--- src/rtl/tiny_dnn_seq_if.sv ---
// +--------------------------------------------------------------------------+
// | Module      : tiny_dnn_seq_if                                            |
// | Description : Command and core-array control bundle of tiny_dnn_seq.     |
// | Revision    : 1.0                                                        |
// +--------------------------------------------------------------------------+
`default_nettype none

interface tiny_dnn_seq_if;
    logic        start;
    logic [10:0] cfg_base;
    logic [10:0] cfg_len;
    logic        cfg_bias;
    logic        cfg_dwconv;
    logic [5:0]  cfg_outn;

    logic        busy;
    logic        done;
    logic        init;
    logic        exec;
    logic        bias;
    logic        outr;
    logic        update;
    logic        dwconv;
    logic [10:0] ra;
    logic [10:0] ia;

    modport master (
        output start, cfg_base, cfg_len, cfg_bias, cfg_dwconv, cfg_outn,
        input  busy, done, init, exec, bias, outr, update, dwconv, ra, ia
    );

    modport slave (
        input  start, cfg_base, cfg_len, cfg_bias, cfg_dwconv, cfg_outn,
        output busy, done, init, exec, bias, outr, update, dwconv, ra, ia
    );
endinterface

`default_nettype wire

--- src/rtl/tiny_dnn_seq.sv ---
// +--------------------------------------------------------------------------+
// | Module      : tiny_dnn_seq                                               |
// | Description : Command sequencer driving init/exec/bias/drain/out strobes |
// |               of a small DNN core array. Define TINY_DNN_SEQ_ABORT_EN    |
// |               to add the abort input.                                    |
// | Revision    : 1.0                                                        |
// +--------------------------------------------------------------------------+
`default_nettype none

module tiny_dnn_seq #(
    parameter int F_SIZE  = 1024,
    parameter int OUT_MAX = 32
) (
    input  wire logic     clk,
    input  wire logic     rst_n,
`ifdef TINY_DNN_SEQ_ABORT_EN
    input  wire logic     abort,
`endif
    tiny_dnn_seq_if.slave bus
);

    localparam logic [10:0] c_f_size  = 11'(F_SIZE);
    localparam logic [5:0]  c_out_max = 6'(OUT_MAX);

    typedef enum logic [2:0] {
        S_IDLE  = 3'd0,
        S_INIT  = 3'd1,
        S_EXEC  = 3'd2,
        S_BIAS  = 3'd3,
        S_DRAIN = 3'd4,
        S_OUT   = 3'd5,
        S_DONE  = 3'd6
    } state_t;

    state_t      r_state;
    state_t      w_next;
    logic [10:0] r_cnt;
    logic [10:0] r_base;
    logic [10:0] r_len;
    logic        r_bias;
    logic        r_dwconv;
    logic [5:0]  r_outn;
    logic        w_abort;
    logic        w_accept;

`ifdef TINY_DNN_SEQ_ABORT_EN
    assign w_abort = abort && (r_state != S_IDLE) && (r_state != S_DONE);
`else
    assign w_abort = 1'b0;
`endif

    assign w_accept = (r_state == S_IDLE) && bus.start;

    always_ff @(posedge clk or negedge rst_n) begin
        if (!rst_n) begin
            r_state <= S_IDLE;
        end else begin
            r_state <= w_next;
        end
    end

    // r_cnt restarts at zero on every state change; it indexes EXEC, DRAIN and OUT.
    always_ff @(posedge clk or negedge rst_n) begin
        if (!rst_n) begin
            r_cnt <= 11'd0;
        end else if ((w_next != r_state) || (r_state == S_IDLE)) begin
            r_cnt <= 11'd0;
        end else begin
            r_cnt <= r_cnt + 11'd1;
        end
    end

    always_ff @(posedge clk or negedge rst_n) begin
        if (!rst_n) begin
            r_base   <= 11'd0;
            r_len    <= 11'd0;
            r_bias   <= 1'b0;
            r_dwconv <= 1'b0;
            r_outn   <= 6'd0;
        end else if (w_accept) begin
            r_base   <= bus.cfg_base;
            r_len    <= (bus.cfg_len > c_f_size) ? c_f_size : bus.cfg_len;
            r_bias   <= bus.cfg_bias;
            r_dwconv <= bus.cfg_dwconv;
            r_outn   <= (bus.cfg_outn > c_out_max) ? c_out_max : bus.cfg_outn;
        end
    end

    always_comb begin
        w_next     = r_state;
        bus.busy   = (r_state != S_IDLE);
        bus.done   = 1'b0;
        bus.init   = 1'b0;
        bus.exec   = 1'b0;
        bus.bias   = 1'b0;
        bus.outr   = 1'b0;
        bus.update = 1'b0;
        bus.dwconv = (r_state != S_IDLE) && r_dwconv;
        bus.ra     = 11'd0;
        bus.ia     = 11'd0;

        case (r_state)
            S_IDLE: begin
                if (bus.start) begin
                    w_next = S_INIT;
                end
            end
            S_INIT: begin
                bus.init = 1'b1;
                if (r_len != 11'd0) begin
                    w_next = S_EXEC;
                end else if (r_bias) begin
                    w_next = S_BIAS;
                end else begin
                    w_next = S_DRAIN;
                end
            end
            S_EXEC: begin
                bus.exec = 1'b1;
                bus.ra   = r_base + r_cnt;
                bus.ia   = r_dwconv ? r_cnt : 11'd0;
                if (r_cnt == (r_len - 11'd1)) begin
                    w_next = r_bias ? S_BIAS : S_DRAIN;
                end
            end
            S_BIAS: begin
                bus.bias = 1'b1;
                bus.ra   = r_base;
                w_next   = S_DRAIN;
            end
            // Two idle cycles let the core's accumulate pipeline settle before OUT.
            S_DRAIN: begin
                if (r_cnt == 11'd1) begin
                    w_next = (r_outn != 6'd0) ? S_OUT : S_DONE;
                end
            end
            S_OUT: begin
                bus.outr   = 1'b1;
                bus.update = (r_cnt == 11'd0);
                if (r_cnt == ({5'd0, r_outn} - 11'd1)) begin
                    w_next = S_DONE;
                end
            end
            S_DONE: begin
                bus.done = 1'b1;
                w_next   = S_IDLE;
            end
            default: begin
                w_next = S_IDLE;
            end
        endcase

        if (w_abort) begin
            w_next = S_IDLE;
        end
    end

endmodule

`default_nettype wire

--- src/flat_wrapper.sv ---
// flat-port wrapper written by rule: the top's interface ports become plain ports
module tiny_dnn_seq_flat 
#(
    parameter int F_SIZE  = 1024,
    parameter int OUT_MAX = 32
)
  (clk, rst_n, bus_start, bus_cfg_base, bus_cfg_len, bus_cfg_bias, bus_cfg_dwconv, bus_cfg_outn, bus_busy, bus_done, bus_init, bus_exec, bus_bias, bus_outr, bus_update, bus_dwconv, bus_ra, bus_ia);
  tiny_dnn_seq_if bus_i ();
  input  wire logic clk;
  input  wire logic rst_n;
  input wire logic [$bits(bus_i.start)-1:0] bus_start;
  input wire logic [$bits(bus_i.cfg_base)-1:0] bus_cfg_base;
  input wire logic [$bits(bus_i.cfg_len)-1:0] bus_cfg_len;
  input wire logic [$bits(bus_i.cfg_bias)-1:0] bus_cfg_bias;
  input wire logic [$bits(bus_i.cfg_dwconv)-1:0] bus_cfg_dwconv;
  input wire logic [$bits(bus_i.cfg_outn)-1:0] bus_cfg_outn;
  output wire logic [$bits(bus_i.busy)-1:0] bus_busy;
  output wire logic [$bits(bus_i.done)-1:0] bus_done;
  output wire logic [$bits(bus_i.init)-1:0] bus_init;
  output wire logic [$bits(bus_i.exec)-1:0] bus_exec;
  output wire logic [$bits(bus_i.bias)-1:0] bus_bias;
  output wire logic [$bits(bus_i.outr)-1:0] bus_outr;
  output wire logic [$bits(bus_i.update)-1:0] bus_update;
  output wire logic [$bits(bus_i.dwconv)-1:0] bus_dwconv;
  output wire logic [$bits(bus_i.ra)-1:0] bus_ra;
  output wire logic [$bits(bus_i.ia)-1:0] bus_ia;
  assign bus_i.start = bus_start;
  assign bus_i.cfg_base = bus_cfg_base;
  assign bus_i.cfg_len = bus_cfg_len;
  assign bus_i.cfg_bias = bus_cfg_bias;
  assign bus_i.cfg_dwconv = bus_cfg_dwconv;
  assign bus_i.cfg_outn = bus_cfg_outn;
  assign bus_busy = bus_i.busy;
  assign bus_done = bus_i.done;
  assign bus_init = bus_i.init;
  assign bus_exec = bus_i.exec;
  assign bus_bias = bus_i.bias;
  assign bus_outr = bus_i.outr;
  assign bus_update = bus_i.update;
  assign bus_dwconv = bus_i.dwconv;
  assign bus_ra = bus_i.ra;
  assign bus_ia = bus_i.ia;
  tiny_dnn_seq #(.F_SIZE(F_SIZE), .OUT_MAX(OUT_MAX)) u_core (.clk(clk), .rst_n(rst_n), .bus(bus_i));
endmodule
--- config.mk ---
export PLATFORM = sky130hd
export DESIGN_NAME = tiny_dnn_seq_flat
export DESIGN_NICKNAME = d
export VERILOG_FILES = /design/src/rtl/tiny_dnn_seq_if.sv /design/src/rtl/tiny_dnn_seq.sv /design/src/flat_wrapper.sv
export SDC_FILE = /design/constraint.sdc
export NUM_CORES = 1
export LEC_CHECK = 0
export CAP_MARGIN = 20
export CORE_MARGIN = 2
export CORE_UTILIZATION = 40
export CTS_BUF_LIST = sky130_fd_sc_hd__clkbuf_16
export DETAILED_ROUTE_END_ITERATION = 10
export GPL_TIMING_DRIVEN = 0
export HOLD_SLACK_MARGIN = 0.02
export SLEW_MARGIN = 5
export SYNTH_ARGS = -nofsm -noshare
export SYNTH_HDL_FRONTEND = slang
export SYNTH_SLANG_ARGS = --single-unit
--- constraint.sdc ---
create_clock -name clk -period 3.05 [get_ports clk]
set_input_delay 0.61 -clock clk [delete_from_list [all_inputs] [get_ports clk]]
set_output_delay 0.61 -clock clk [all_outputs]
set_load 0.05 [all_outputs]
[Word level (Yosys, flattened, before mapping)]
Index checks and enable logic that the tools add are counted.
Storage, ports and cells
  register bits after elaboration: 44
  bits in latches: 0
  bits in writable memories: 0
  ROM bits: 0
  input port bits: 33
  output and inout bits: 30
  logic and storage cells: 51
  memories: 0
Cells by class
  add/subtract/negate cells: 4
  $mul: 0
  divide/modulo/power cells: 0
  magnitude comparators: 2
  equality and inequality tests: 10
  shift operators: 0
  mux-type cells: 20
  bitwise gates (word level): 0
  reductions and logical operators: 8
Operators by type and width (count)
  $mux 11: 4
  $eq 11x11->1: 2
  $pmux 11 s2: 1
  $mux 3: 6
  $pmux 3 s6: 1
  $add 11x1->11 const B: 1
  $add 11x11->11: 1
  $eq 11x1->1 const B: 1
  $gt 11x11->1 const B: 1
  $logic_not 11->1: 1
  $reduce_bool 11->1: 1
  $sub 11x1->11 const B: 1
  $eq 3x3->1 const B: 3
  $sub 6x1->7 const B: 1
  $eq 3x2->1 const B: 2
  $gt 6x6->1 const B: 1
  $mux 1: 6
  $mux 6: 1
  $reduce_bool 6->1: 1
  $eq 3x1->1 const B: 1
  $logic_not 3->1: 1
  $ne 3x3->1: 1
  $reduce_bool 3->1: 1
  $logic_and 1x1->1: 2
  other kinds (2): 2

[Longest topological paths before layout]
Gate-level depths: netlist of run 1.
  word-level depth: 7
  gate-level depth with buffers: 9
  mapped depth without buffers: 8

[Worst setup path after synthesis of run 1]
No wires, ideal clock.
  path kind: flip-flop to output port
  from: register u_core.r_cnt[0]
  to: output bus_ra[8]
  arrival: 2535 ps
  required time: 2440 ps
  setup slack: -95 ps
  cell stages (with the launch flop): 9
  path buffers: 0
  cell sequence: dfrtp_1 -> ha_1 -> fa_1 -> a211oi_1 -> o21bai_1 -> or3_1 -> a31oi_1 -> xnor2_1 -> o2bb2ai_1
Between the ends
  longest elaborated chain between the ends: 2
Ends and longest elaborated chain
  start, declared: line tiny_dnn_seq.sv:37  | logic [10:0] r_cnt;
  start signal, assigned: line tiny_dnn_seq.sv:69  | r_cnt <= r_cnt + 11'd1;
  $add 11x11->11: line tiny_dnn_seq.sv:120  | bus.ra = r_base + r_cnt;
  $pmux 11 s2: line tiny_dnn_seq.sv:102  | case (r_state)
  end, declared: line flat_wrapper.sv:25  | output wire logic [$bits(bus_i.ra)-1:0] bus_ra;
No other way between the ends.

[Final worst setup path of run 1]
  from: register u_core.r_cnt[0]
  to: output bus_ra[10]
Same word-level chain as after synthesis.

==> impl_metrics.env, run 1 <==
export IMPL_status="finished, violations left"
export IMPL_violations="setup timing"
export IMPL_critPathLaunchType="register"
export IMPL_setup_tns_ns=-0.408
export IMPL_fin_cells=564
export IMPL_finClkSkew_ns=0.00445
export IMPL_synth_area_top_cells="dfrtp_1 (32%), xnor2_1 (5.9%), ha_1 (5.5%)"
export IMPL_cp_end_kind="primary output"
export IMPL_reg2regPathDepth=8
export IMPL_synth_area_mm2=0.00341
export IMPL_finalPower_mw=4.32
export IMPL_required_ns=2.44
export IMPL_num_rows=33
export IMPL_gp_congestion=1.01
export IMPL_vias=3162
export IMPL_grt_first_pass_wirelength_um=15100
export IMPL_drive_above_1_share_pct=18.1
export IMPL_grt_usage_pct=21.2
export IMPL_ios=63
export IMPL_post_route_util_pct=53.9
export IMPL_fin_nets=507
export IMPL_power_share_sequential_pct=25.1
export IMPL_drtPass1Iterations=4
export IMPL_ctsHoldBuffers=0
export IMPL_fp_dieH_um=96.3
export IMPL_r2r_slack_ns=0.25
export IMPL_peakVddDrop_mv=0.434
export IMPL_maxCapViolCount=0
export IMPL_clockPowerShare_pct=14.1
export IMPL_slowest_stage="dfrtp_1"
export IMPL_ant_nets=0
export IMPL_worst_slack_ns=-0.207
export IMPL_cts_tree="done"
export IMPL_min_period_over_period_pct=107
export IMPL_cp_max_fo=3
export IMPL_cts_made_buffers=5
export IMPL_dp_cells=553
export IMPL_relSlewSlack_pct=51.8
export IMPL_root_buffer="clkbuf_16"
export IMPL_synth_warnings=0
export IMPL_start_util_pct=41.3
export IMPL_clock_sinks=44
export IMPL_max_freq_ghz=0.307
export IMPL_synth_edf_count=0
export IMPL_finalCriticalPeriod_ns=3.26
export IMPL_wl_per_cell_um=16.5
export IMPL_fin_hold_ws_ns=0.256
export IMPL_arrival_ns=2.65
export IMPL_yosysMostFrequentCell="dfrtp_1"
export IMPL_tightestPinTransition_ns=0.723
export IMPL_fin_area_mm2=0.00445
export IMPL_synth_top_area_cell="dfrtp_1"
export IMPL_pre_cts_ws_ns=-0.801
export IMPL_setup_violations_final=2
export IMPL_synth_seq_area_share_pct=32.3
export IMPL_synth_common_cells="dfrtp_1 (44), nor2_1 (25), nand2_1 (24), clkbuf_1 (23), xnor2_1 (23)"
export IMPL_rsz0062_at_grt="true"
export IMPL_grt_max_degree=28
export IMPL_vias_per_cell=5.61
export IMPL_io_buffers=62
export IMPL_pwr_share_comb_pct=60.8
export IMPL_synthCells=385
export IMPL_diodes=0
export IMPL_p_int_mw=2.27
export IMPL_yosys_area_top_type_share_pct=32.3
export IMPL_synth_nets=434
export IMPL_min_path_type="input pin to asynchronous set/reset pin"
export IMPL_switchingPower_mw=2.06
export IMPL_ys_types=58
export IMPL_core_region_area_mm2=0.00826
export IMPL_ys_flop_type="dfrtp_1"
export IMPL_critPathMaxStageDelay_ns=0.41
export IMPL_drt_iter0_markers=186
export IMPL_path_class="register to primary output"
export IMPL_antenna_found_initial=0
export IMPL_routed_wl_um=9290
export IMPL_crit_chain="ha_4, fa_2, a211oi_2, o21bai_1, or3_4, a31o_2, a21o_1, nand3_2, buf_8"
export IMPL_cts_max_level=2
export IMPL_rr_endpoint="u_core.r_state[1]$_DFF_PN0_"
export IMPL_overflow=0
export IMPL_p_per_area_mw_per_mm2=971
export IMPL_cts_buffer_depth=2
export IMPL_hold_viol_final=0
export IMPL_async_reset_ff_share_pct=100
export IMPL_syn_to_final_growth_pct=30.6
export IMPL_place_area_mm2=0.00419
export IMPL_p_leak_nw=1.91
export IMPL_drc=0
export IMPL_grt_pass1_vias=3004
export IMPL_rr_startpoint="u_core.r_cnt[0]$_DFF_PN0_"
export IMPL_clk_latency_ns=0.29
export IMPL_die_area_mm2=0.00928
export IMPL_die_w_um=96.3
export IMPL_swShare_pct=47.6
export IMPL_synth_seq_cells=44
export IMPL_dp_hpwl_um=7110
export IMPL_synth_area_per_cell_um2=8.86
export IMPL_clk_pin_slew_ns=0.06
export IMPL_slew_violations=0
==> how the worst max path moves through the flow <==
stage | startpoint | slack, ns | end
global placement | u_core.r_cnt[0]$_DFF_PN0_ | -0.76 | bus_ra[8]
detailed placement | u_core.r_cnt[0]$_DFF_PN0_ | -0.80 | bus_ra[8]
global route | u_core.r_cnt[0]$_DFF_PN0_ | -0.31 | bus_ra[10]
finish | u_core.r_cnt[0]$_DFF_PN0_ | -0.21 | bus_ra[10]
CTS | u_core.r_base[0]$_DFFE_PN0P_ | -0.23 | bus_ra[8]
floorplan | u_core.r_cnt[0]$_DFF_PN0_ | 0.04 | bus_ra[8]
==> layout make-up <==
cell class              instances  area, um2
plain buffers                  26        118
clock buffers                   5        125
multi-input cells             301       2240
inverters                      13       48.8
clock inverters                 3       38.8
well taps                     105        131
flip-flops and latches         44       1100
repair buffers                 67        647
fillers                       797       3800
==> metal layers <==
metal | vias to the layer above | global-route usage, % | share of wire, %
li1 | 1562 | - | -
met2 | 103 | 36.6 | 48
met4 | 0 | 7.51 | 2.2
met1 | 1477 | 26.8 | 45
met3 | 20 | 3.37 | 5.2
met5 | - | 0 | 0
==> layout by cell type (no fill, tap or decap), types with 14 or more instances in the layout <==
master           count
mux2_2              16
o21ai_0             20
xnor2_1             23
and3_1              17
clkbuf_1            17
inv_1               14
nand2_1             24
nand2b_1            14
dfrtp_1             41
nor2_1              24
clkdlybuf4s50_1     36
==> power groups by stage <==
| stage | Sequential [mW] | Combinational, mW | Clock (mW) |
|---|---|---|---|
| 5_1_grt | 1.13 | 2.89 | 0.647 |
| 6_report | 1.09 | 2.63 | 0.609 |
| 2_1_floorplan | 0.995 | 1.93 | 0 |
| 4_1_cts | 1.08 | 2.57 | 0.623 |
| 3_5_place_dp | 1.08 | 2.55 | 0 |
| 3_3_place_gp | 1.08 | 2.51 | 0 |
==> critical path, delay by kind of cell, from the launching register on <==
kind,cells,cell delay [ns]
adder cells (fa/ha/maj),2,0.56
flip-flops,1,0.41
AND/OR/NAND/NOR,2,0.44
buffers and inverters,1,0.15
AO/OA/AOI/OAI,4,0.80
==> sequential cells by signal, summed over array words and instances (netlist names) <==
| signal | flops |
|---|---|
| u_core.r_base | 11 |
| u_core.r_bias | 1 |
| u_core.r_cnt | 11 |
| u_core.r_dwconv | 1 |
| u_core.r_len | 11 |
| u_core.r_outn | 6 |
| u_core.r_state | 3 |
==> logic make-up after synthesis <==
kind of cell,count (synthesis),synth area share [%]
simple gates,147,24.6
compound gates,86,17.6
flops,44,32.3
buf+inv,40,4.73
xor+xnor,31,7.96
mux,21,6.75
fa+ha+maj,16,6.09
==> what timing repair did <==
action                     4_1_cts  5_1_grt
gates cloned                     0        0
resized for setup               79       37
pin swaps                        5        3
setup buffers                    2        2
setup endpoints to repair       25       33
hold endpoints to repair         0        0
No activity file was read; power rests on OpenSTA's default activity.
==> inputs of run 2 (changes only) <==
--- a/config.mk
+++ b/config.mk
@@ -5,7 +5,7 @@
 export SDC_FILE = /design/constraint.sdc
 export NUM_CORES = 1
 export LEC_CHECK = 0
-export CAP_MARGIN = 20
+export CAP_MARGIN = 5
 export CORE_MARGIN = 2
 export CORE_UTILIZATION = 40
 export CTS_BUF_LIST = sky130_fd_sc_hd__clkbuf_16
@@ -16,3 +16,4 @@
 export SYNTH_ARGS = -nofsm -noshare
 export SYNTH_HDL_FRONTEND = slang
 export SYNTH_SLANG_ARGS = --single-unit
+export TNS_END_PERCENT = 100
==> results of run 2 <==
The final DEF is identical to that of run 1; final timing and power are the same.
==> inputs of run 3 (changes only) <==
--- a/config.mk
+++ b/config.mk
@@ -5,7 +5,6 @@
 export SDC_FILE = /design/constraint.sdc
 export NUM_CORES = 1
 export LEC_CHECK = 0
-export CAP_MARGIN = 5
 export CORE_MARGIN = 2
 export CORE_UTILIZATION = 40
 export CTS_BUF_LIST = sky130_fd_sc_hd__clkbuf_16
==> results of run 3 <==
The final DEF is identical to that of run 1; final timing and power are the same.
